## src/rtl/ula_pkg.sv

```systemverilog
// Shared constants, size codes and state encoding for the ULA coprocessor controllers.
package ula_pkg;

  localparam int MAT_W   = 200;
  localparam int DATA_W  = 8;
  localparam int N_UNITS = 4;

  localparam logic [2:0] SZ1 = 3'd1;
  localparam logic [2:0] SZ2 = 3'd2;
  localparam logic [2:0] SZ3 = 3'd3;
  localparam logic [2:0] SZ4 = 3'd4;
  localparam logic [2:0] SZ5 = 3'd5;

  typedef enum logic [1:0] {IDLE, WAIT, DRAIN, RESP} state_t;

  // Bit offset of element (r,c) in a row-major 5x5 matrix of bytes.
  function automatic int unsigned elem_off(input int unsigned r, input int unsigned c);
    return 40 * r + 8 * c;
  endfunction

endpackage

```

## src/rtl/ula_det_dispatcher_if.sv

```systemverilog
// Command and response channels between a requester and the determinant dispatcher.
interface ula_det_dispatcher_if;
  import ula_pkg::*;

  logic              cmd_valid;
  logic              cmd_ready;
  logic [2:0]        cmd_size;
  logic [MAT_W-1:0]  cmd_matrix;
  logic              res_valid;
  logic              res_ready;
  logic [DATA_W-1:0] res_det;
  logic              res_err;

  modport master (
    output cmd_valid, cmd_size, cmd_matrix, res_ready,
    input  cmd_ready, res_valid, res_det, res_err
  );

  modport slave (
    input  cmd_valid, cmd_size, cmd_matrix, res_ready,
    output cmd_ready, res_valid, res_det, res_err
  );

endinterface

```

## src/rtl/ula_timeout_ctr.sv

```systemverilog
// 16-bit clearable saturating cycle counter; tc is high while the count sits at TERM.
module ula_timeout_ctr #(
  parameter logic [15:0] TERM = 16'hFFFF
) (
  input  logic clk,
  input  logic rst_n,
  input  logic clr,
  input  logic en,
  output logic tc
);

  logic [15:0] count;

  // NOTE: sequential state uses non-blocking assignments so every register samples pre-edge values.
  always_ff @(posedge clk or negedge rst_n) begin
    if (!rst_n) begin
      count <= '0;
    end else if (clr) begin
      count <= '0;
    end else if (en && count != TERM) begin
      count <= count + 16'd1;
    end
  end

  assign tc = (count == TERM);

endmodule

```

## src/rtl/ula_det_dispatcher.sv

```systemverilog
// Dispatches one determinant command at a time to the 2x2..5x5 units and returns the result.
module ula_det_dispatcher
  import ula_pkg::MAT_W, ula_pkg::N_UNITS, ula_pkg::elem_off,
         ula_pkg::SZ1, ula_pkg::SZ2, ula_pkg::SZ3, ula_pkg::SZ4, ula_pkg::SZ5,
         ula_pkg::state_t, ula_pkg::IDLE, ula_pkg::WAIT, ula_pkg::DRAIN, ula_pkg::RESP;
#(
  parameter int TIMEOUT_CYCLES = 1023,
  parameter int DATA_W         = 8
) (
  input  logic                      clk,
  input  logic                      rst_n,
  ula_det_dispatcher_if.slave       bus,
  output logic [MAT_W-1:0]          det_matrix,
  output logic [N_UNITS-1:0]        det_start,
  input  logic [N_UNITS-1:0]        det_done,
  input  logic [N_UNITS*DATA_W-1:0] det_result,
  output logic                      busy
);

  localparam int E00 = elem_off(0, 0);

  state_t            state, state_next;
  logic [1:0]        sel_q;
  logic [DATA_W-1:0] res_det_q, res_det_d, unit_res;
  logic              res_err_q, res_err_d;
  logic              accept, sel_done, ctr_clr, ctr_en, tc;

  assign bus.cmd_ready = rst_n && (state == IDLE);
  assign accept        = bus.cmd_valid && bus.cmd_ready;
  assign sel_done      = det_done[sel_q];
  assign busy          = (state != IDLE);
  assign bus.res_valid = (state == RESP);
  assign bus.res_det   = res_det_q;
  assign bus.res_err   = res_err_q;
  assign ctr_en        = (state == WAIT) || (state == DRAIN);

  ula_timeout_ctr #(.TERM(16'(TIMEOUT_CYCLES - 1))) u_timeout (
    .clk   (clk),
    .rst_n (rst_n),
    .clr   (ctr_clr),
    .en    (ctr_en),
    .tc    (tc)
  );

  always_comb begin
    unit_res = '0;
    for (int i = 0; i < N_UNITS; i++) begin
      if (sel_q == 2'(i)) unit_res = det_result[i*DATA_W +: DATA_W];
    end
  end

  // Start is decoded from the registered state so an asynchronous reset drops it at once.
  always_comb begin
    det_start = '0;
    if (state == WAIT) det_start[sel_q] = 1'b1;
  end

  always_comb begin
    // NOTE: every output of this block gets a default first; a path that skips an assignment would infer a latch.
    state_next = state;
    ctr_clr    = 1'b0;
    res_det_d  = res_det_q;
    res_err_d  = res_err_q;
    unique case (state)
      IDLE: begin
        if (accept) begin
          if (bus.cmd_size == SZ1) begin
            res_det_d  = bus.cmd_matrix[E00 +: DATA_W];
            res_err_d  = 1'b0;
            state_next = RESP;
          end else if (bus.cmd_size inside {SZ2, SZ3, SZ4, SZ5}) begin
            res_det_d  = '0;
            res_err_d  = 1'b0;
            ctr_clr    = 1'b1;
            state_next = WAIT;
          end else begin
            res_det_d  = '0;
            res_err_d  = 1'b1;
            state_next = RESP;
          end
        end
      end
      WAIT: begin
        // A done arriving in the terminal cycle still wins over the timeout.
        if (sel_done) begin
          res_det_d  = unit_res;
          res_err_d  = 1'b0;
          ctr_clr    = 1'b1;
          state_next = DRAIN;
        end else if (tc) begin
          res_det_d  = '0;
          res_err_d  = 1'b1;
          ctr_clr    = 1'b1;
          state_next = DRAIN;
        end
      end
      DRAIN: begin
        if (!sel_done) begin
          state_next = RESP;
        end else if (tc) begin
          res_err_d  = 1'b1;
          state_next = RESP;
        end
      end
      RESP: begin
        if (bus.res_ready) state_next = IDLE;
      end
      default: state_next = IDLE;
    endcase
  end

  always_ff @(posedge clk or negedge rst_n) begin
    if (!rst_n) state <= IDLE;
    else        state <= state_next;
  end

  always_ff @(posedge clk or negedge rst_n) begin
    if (!rst_n) begin
      // NOTE: det_matrix is a plain register bank visible on a port, so it is reset like any other flop.
      det_matrix <= '0;
      sel_q      <= '0;
      res_det_q  <= '0;
      res_err_q  <= 1'b0;
    end else begin
      if (accept) begin
        det_matrix <= bus.cmd_matrix;
        sel_q      <= bus.cmd_size[1:0] - 2'd2;
      end
      res_det_q <= res_det_d;
      res_err_q <= res_err_d;
    end
  end

endmodule

```

## src/flat_wrapper.sv

```systemverilog
// flat-port wrapper written by rule: the top's interface ports become plain ports
module ula_det_dispatcher_flat import ula_pkg::MAT_W, ula_pkg::N_UNITS, ula_pkg::elem_off,
         ula_pkg::SZ1, ula_pkg::SZ2, ula_pkg::SZ3, ula_pkg::SZ4, ula_pkg::SZ5,
         ula_pkg::state_t, ula_pkg::IDLE, ula_pkg::WAIT, ula_pkg::DRAIN, ula_pkg::RESP;
#(
  parameter int TIMEOUT_CYCLES = 1023,
  parameter int DATA_W         = 8
)
  (clk, rst_n, det_matrix, det_start, det_done, det_result, busy, bus_cmd_valid, bus_cmd_size, bus_cmd_matrix, bus_res_ready, bus_cmd_ready, bus_res_valid, bus_res_det, bus_res_err);
  ula_det_dispatcher_if bus_i ();
  input  logic clk;
  input  logic rst_n;
  output logic [MAT_W-1:0] det_matrix;
  output logic [N_UNITS-1:0] det_start;
  input  logic [N_UNITS-1:0] det_done;
  input  logic [N_UNITS*DATA_W-1:0] det_result;
  output logic busy;
  input wire logic [$bits(bus_i.cmd_valid)-1:0] bus_cmd_valid;
  input wire logic [$bits(bus_i.cmd_size)-1:0] bus_cmd_size;
  input wire logic [$bits(bus_i.cmd_matrix)-1:0] bus_cmd_matrix;
  input wire logic [$bits(bus_i.res_ready)-1:0] bus_res_ready;
  output wire logic [$bits(bus_i.cmd_ready)-1:0] bus_cmd_ready;
  output wire logic [$bits(bus_i.res_valid)-1:0] bus_res_valid;
  output wire logic [$bits(bus_i.res_det)-1:0] bus_res_det;
  output wire logic [$bits(bus_i.res_err)-1:0] bus_res_err;
  assign bus_i.cmd_valid = bus_cmd_valid;
  assign bus_i.cmd_size = bus_cmd_size;
  assign bus_i.cmd_matrix = bus_cmd_matrix;
  assign bus_i.res_ready = bus_res_ready;
  assign bus_cmd_ready = bus_i.cmd_ready;
  assign bus_res_valid = bus_i.res_valid;
  assign bus_res_det = bus_i.res_det;
  assign bus_res_err = bus_i.res_err;
  ula_det_dispatcher #(.TIMEOUT_CYCLES(TIMEOUT_CYCLES), .DATA_W(DATA_W)) u_core (.clk(clk), .rst_n(rst_n), .bus(bus_i), .det_matrix(det_matrix), .det_start(det_start), .det_done(det_done), .det_result(det_result), .busy(busy));
endmodule
```

## config.mk

```make
export PLATFORM = sky130hd
export DESIGN_NAME = ula_det_dispatcher_flat
export DESIGN_NICKNAME = d
export VERILOG_FILES = /design/src/rtl/ula_pkg.sv /design/src/rtl/ula_det_dispatcher_if.sv /design/src/rtl/ula_timeout_ctr.sv /design/src/rtl/ula_det_dispatcher.sv /design/src/flat_wrapper.sv
export SDC_FILE = /design/constraint.sdc
export NUM_CORES = 1
export LEC_CHECK = 0
export BUFFER_PORTS_ARGS = -buffer_cell sky130_fd_sc_hd__buf_2
export CORE_MARGIN = 2
export CORE_UTILIZATION = 25
export CTS_BUF_LIST = sky130_fd_sc_hd__clkbuf_8
export DETAILED_ROUTE_END_ITERATION = 7
export MAX_ROUTING_LAYER = met4
export PLACE_DENSITY = 0.5
export SYNTH_ARGS = -nofsm -noshare
export SYNTH_HDL_FRONTEND = slang
export SYNTH_HIERARCHICAL = 1
export SYNTH_SLANG_ARGS = --single-unit
```

## constraint.sdc

```tcl
create_clock -name clk -period 3.9 [get_ports clk]
set_input_delay 0.39 -clock clk [delete_from_list [all_inputs] [get_ports clk]]
set_output_delay 0.39 -clock clk [all_outputs]
set_load 0.01 [all_outputs]
```

**Yosys cells after proc, flatten, opt, wreduce, memory -nomap -nowiden**

Cells that the tools add are included.

- Memory bits (writable): 0
- Input port bits: 243
- Register bits after elaboration: 229
- Memory bits (read-only): 0
- Latch bits: 0
- Memories: 0

- Order comparisons: 2
- Div/mod/pow operators: 0
- $add $sub $neg: 2
- Mux-type cells: 38
- Shift operators: 0
- Bitwise operators: 0
- Equal/unequal tests: 18
- Multiply operators: 0
- Reduce and logical (&&, ||, !) cells: 15

Operators with widths:

| kind | count |
|---|---|
| $mux W8 | 8 |
| $mux W16 | 2 |
| $add A16 B1 Y16 const B | 1 |
| $eq A16 B10 Y1 const B | 1 |
| $mux W2 | 8 |
| $ne A16 B10 Y1 const B | 1 |
| $pmux W8 S2 | 1 |
| $mux W1 | 13 |
| $eq A2 B2 Y1 const B | 4 |
| $pmux W2 S4 | 1 |
| $eq A3 B2 Y1 const B | 2 |
| $eq A3 B3 Y1 const B | 2 |
| $reduce_and A3 Y1 | 2 |
| $reduce_bool A2 Y1 | 3 |
| $eq A2 B1 Y1 const B | 2 |
| $logic_and A1 B1 Y1 | 4 |
| $logic_not A2 Y1 | 2 |
| $mux W4 | 1 |
| $ne A2 B1 Y1 const B | 2 |
| $reduce_and A4 Y1 | 1 |
| $reduce_bool A4 Y1 | 1 |
| $eq A3 B1 Y1 const B | 1 |
| $lt A2 B3 Y1 const B | 1 |
| $ne A3 B1 Y1 const B | 1 |
| 10 further kinds | 10 |

**Longest topological paths before layout**

- Depth after elaboration: 7
- Depth in mapped cells: 9

**Hierarchy**

The synthesis kept the hierarchy.

By module, submodules not included:

| module | cells each | area each (um2) | sequential area each (um2) | instances |
|---|---|---|---|---|
| ula_det_dispatcher | 525 | 8436.8 | 5330.1 | 1 |
| ula_timeout_ctr | 97 | 913.4 | 400.4 | 1 |

**Worst setup path after synthesis**

OpenSTA, ideal clock, no wires.

- Path type: reg-to-reg
- Start point: register u_core.u_timeout.count[11]
- End point: register u_core.res_det_q[6], in the netlist u_core/bus.res_det[6]
- Arrival: 2.776 ns
- Cell stages (with the launch flop): 8
- Slack: 1.050 ns
- Cells stage by stage: dfrtp_1 or4_4 nor4_4 and3b_4 a222oi_1 buf_6 nor2_2 a21oi_2

- Word-level cells in the longest chain between the ends: 3

Ends and longest elaborated chain:

| item | line | source |
|---|---|---|
| from (decl) | ula_timeout_ctr.sv:12 | `logic [15:0] count;` |
| from (signal assigned) | ula_timeout_ctr.sv:21 | `count <= count + 16'd1;` |
| $eq A16 B10 Y1 | ula_timeout_ctr.sv:25 | `assign tc = (count == TERM);` |
| net u_core.tc | ula_det_dispatcher.sv:26 | `logic accept, sel_done, ctr_clr, ctr_en, tc;` |
| $ne A3 B1 Y1 (no line) | n/a |  |
| $reduce_and A3 Y1 (no line) | n/a |  |
| to (signal assigned) | ula_det_dispatcher.sv:129 | `res_det_q <= res_det_d;` |
| to (decl) | ula_det_dispatcher.sv:24 | `logic [DATA_W-1:0] res_det_q, res_det_d, unit_res;` |

The timed path passes the listed nets, and every way through them passes these cells.
A chain may end at the register's enable or synchronous reset.

**Final worst setup path**

- Start point: register u_core.u_timeout.count[0]
- End point: register u_core.res_det_q[1], in the netlist u_core/bus.res_det[1]

Same word-level chain as after synthesis.

==> flow_metrics.py <==
metrics = {
    "synth": {
        "yosysWarnings": 6,
        "syn_area_per_cell_sq_um": 15.0,
        "synth_nets": 872,
        "synth_area_sq_um": 9350,
        "ys_types": 46,
        "synth_seq_cells": 229,
        "syn_inst": 622,
        "synth.top_cells.by_area": "dfrtp_1 (61%), mux2_2 (24%), mux4_2 (2.2%)",
        "ys_async_sr_fraction_pct": 100,
        "yosysSeqAreaShare_pct": 61.3,
        "yosysTopAreaCell": "dfrtp_1",
        "ys.flop_type": "dfrtp_1",
        "synth_edf_count": 0,
        "synth_top_area_share_pct": 61.3,
    },
    "global_routing": {
        "grtUsageTotal_pct": 14.8,
        "grt_pass1_wl_um": 43600,
        "grt_pass1_vias": 8007,
        "grt_remaining_overflow": 0,
        "antenna_found_initial": 1,
        "grt_max_degree": 107,
    },
    "setup_path": {
        "cp.required_ns": 4.38,
        "path_max_fanout": 16,
        "crit_path_end_kind": "flop",
        "start_kind": "flop",
        "arrival_ns": 3.33,
        "path_class": "reg2reg",
    },
    "flow_run": {
        "maxCapViolations": 0,
    },
    "sta": {
        "final.period_utilization_pct": 73.1,
        "rsz0062_at_grt": "no",
        "tightest_slew_ns": 0.894,
        "fin_setup_tns_ns": 0,
        "max_freq_mhz": 351,
        "maxSlewHeadroom_pct": 40.2,
        "setup_violations": 0,
        "fin_crit_ns": 2.85,
        "finalHoldViolCount": 0,
        "drv_slew": 0,
        "finClkSkew_ns": 0.0196,
    },
    "clock_network": {
        "htreeDepth": 2,
        "clock_sinks": 229,
        "numCtsBuffers": 43,
        "cts_resized": 0,
        "root_buffer": "clkbuf_8",
        "postCtsHoldBufs": 128,
        "clkTransAtPathRegs_ns": 0.06,
        "clock_path_buffers": 3,
        "cts_tree": "built",
        "postCtsSetupRepairBufs": 0,
        "clock_latency_ns": 0.57,
    },
    "placement": {
        "place.detailed.hpwl_um": 20400,
        "post_dp_cell_area_sq_um": 12200,
        "place_inst": 1526,
        "io_buffers": 458,
        "routabilityCongestion": 0.742,
    },
    "drt": {
        "final_antenna_net_count": 0,
        "drt-total-wl_um": 28500,
        "dr.pass1.iters": 4,
        "detail_route.wl_per_cell_um": 16.5,
        "vias": 7436,
        "drc": 0,
        "drtIter0Drc": 237,
        "viasPerCell": 4.30,
    },
    "power_and_ir_drop": {
        "p_comb_share_pct": 39.9,
        "seq_power_share_pct": 39.0,
        "netSwitchingPower_mw": 3.67,
        "p_clk_share_pct": 21.1,
        "switching_share_pct": 34.7,
        "powerDensity_nw_per_um2": 739,
        "p_leak_nw": 6.99,
        "power.total_mw": 10.6,
        "vdd_drop_max_mv": 0.352,
        "p_int_mw": 6.91,
    },
    "outcome": {
        "outcome": "completed",
    },
    "final_layout": {
        "layout-drive-gt1-share_pct": 59.7,
        "final_cells": 1729,
        "nets": 1481,
        "synthToLayoutAreaGrowth_pct": 53.0,
        "fin_area_sq_um": 14300,
    },
    "floorplan": {
        "start_util_pct": 25.5,
        "dieArea_sq_um": 39000,
        "rows": 70,
        "die_w_um": 197,
        "core-area_sq_um": 36700,
        "die_height_um": 197,
        "io_pins": 459,
    },
    "min_path": {
        "hp-class": "in2reg",
    },
}
## sequential cells by signal, summed over array words and instances (netlist names)
name / count
u_core/sel_q: 2
u_core/bus.res_det: 8
u_core/state: 2
u_core/bus.res_err: 1
u_core/u_timeout/count: 16
u_core/det_matrix: 200
## cell usage in the layout (no fill, tap or decap), types with 7 or more instances in the layout
| cell type | instances |
|---|---|
| buf_4 | 7 |
| dfrtp_1 | 229 |
| inv_1 | 21 |
| ha_1 | 7 |
| clkbuf_8 | 53 |
| buf_2 | 457 |
| nor2_1 | 23 |
| nand2_1 | 8 |
| a22oi_1 | 9 |
| dlygate4sd3_1 | 128 |
| mux4_2 | 9 |
| nand4_1 | 9 |
| a21oi_1 | 15 |
| mux2_2 | 201 |
## path summary, 6_finish.rpt
path	cells past startpoint	from	endpoint	slack, ns
max	9	u_core/u_timeout/count[0]	u_core/bus.res_det[1]	1.05
max in group asynchronous	3	rst_n	u_core/det_matrix[78]	2.52
min reg2reg	1	u_core/det_matrix[50]	u_core/det_matrix[50]	0.50
max reg2reg	9	u_core/u_timeout/count[0]	u_core/bus.res_det[1]	1.05
min	2	bus_cmd_matrix[188]	u_core/det_matrix[188]	0.06
min in group asynchronous	2	rst_n	u_core/det_matrix[84]	0.28
## logic make-up after synthesis
logic type	after synthesis	share of synthesized area (%)
adders and majority gates	7	0.937
DFF	229	61.3
and+or+nand+nor	85	5.27
muxes	218	27.3
AOI/OAI and AO/OA	41	2.77
buffers and inverters	36	1.86
xor gates and xnor gates	6	0.562
## critical path, stage by stage (launching register included)
cell and delay [ns]:
dfrtp_1 0.43, inv_1 0.09, ha_1 0.16, or3b_2 0.48, nor4_4 0.52, and3b_4 0.29, a222oi_1 0.34, buf_4 0.28
nor2_1 0.06, a21oi_1 0.11
## metrics by stage
step | setup slack, ns | util, % | hold WS, ns
3_5_place_dp | 1.06 | 33.3 | 0.275
6_report | 1.05 | 39.0 | 0.0585
3_3_place_gp | 1.09 | 33.3 | 0.274
5_1_grt | 0.771 | 39.0 | 0.00600
4_1_cts | 1.02 | 39.0 | 0.0000494
2_1_floorplan | 1.05 | - | 0.0944
## power groups by stage
stage	Sequential, mW	Combinational, mW	Clock [mW]
6_report	4.12	4.22	2.23
5_1_grt	4.27	4.57	2.46
4_1_cts	4.13	4.29	2.35
3_5_place_dp	4.15	4.18	0
3_3_place_gp	4.11	4.14	0
2_1_floorplan	4.63	1.83	0
## synth_stat cells (6+ instances only)
cell,instances
nor3_1,6
dfrtp_1,229
ha_1,7
mux4_2,9
o21ai_0,7
mux2_2,201
clkbuf_1,15
a21oi_1,15
a22oi_1,9
nand2_1,8
nor2_1,23
nand4_1,9
xnor2_1,6
buf_2,13
nand3_1,7
## cell type report
cell class                      count  area [sq um]
Fill cell                        3580         22400
Sequential cell                   229          5730
Timing Repair Buffer              596          3700
Multi-Input combinational cell    357          3460
Clock buffer                       53           729
Tap cell                          468           586
Clock inverter                     21          86.3
Inverter                            4          15.0
Antenna cell                        1          2.50
## metal layers
layer,GRT usage [%],share of wire (%),up-vias
met5,-,0,-
met4,5.40,3.0,0
met3,4.87,7.9,63
met2,24.7,50,290
met1,16.4,39,3621
li1,-,-,3462
Note: power is estimated with default switching activity, not from simulation.
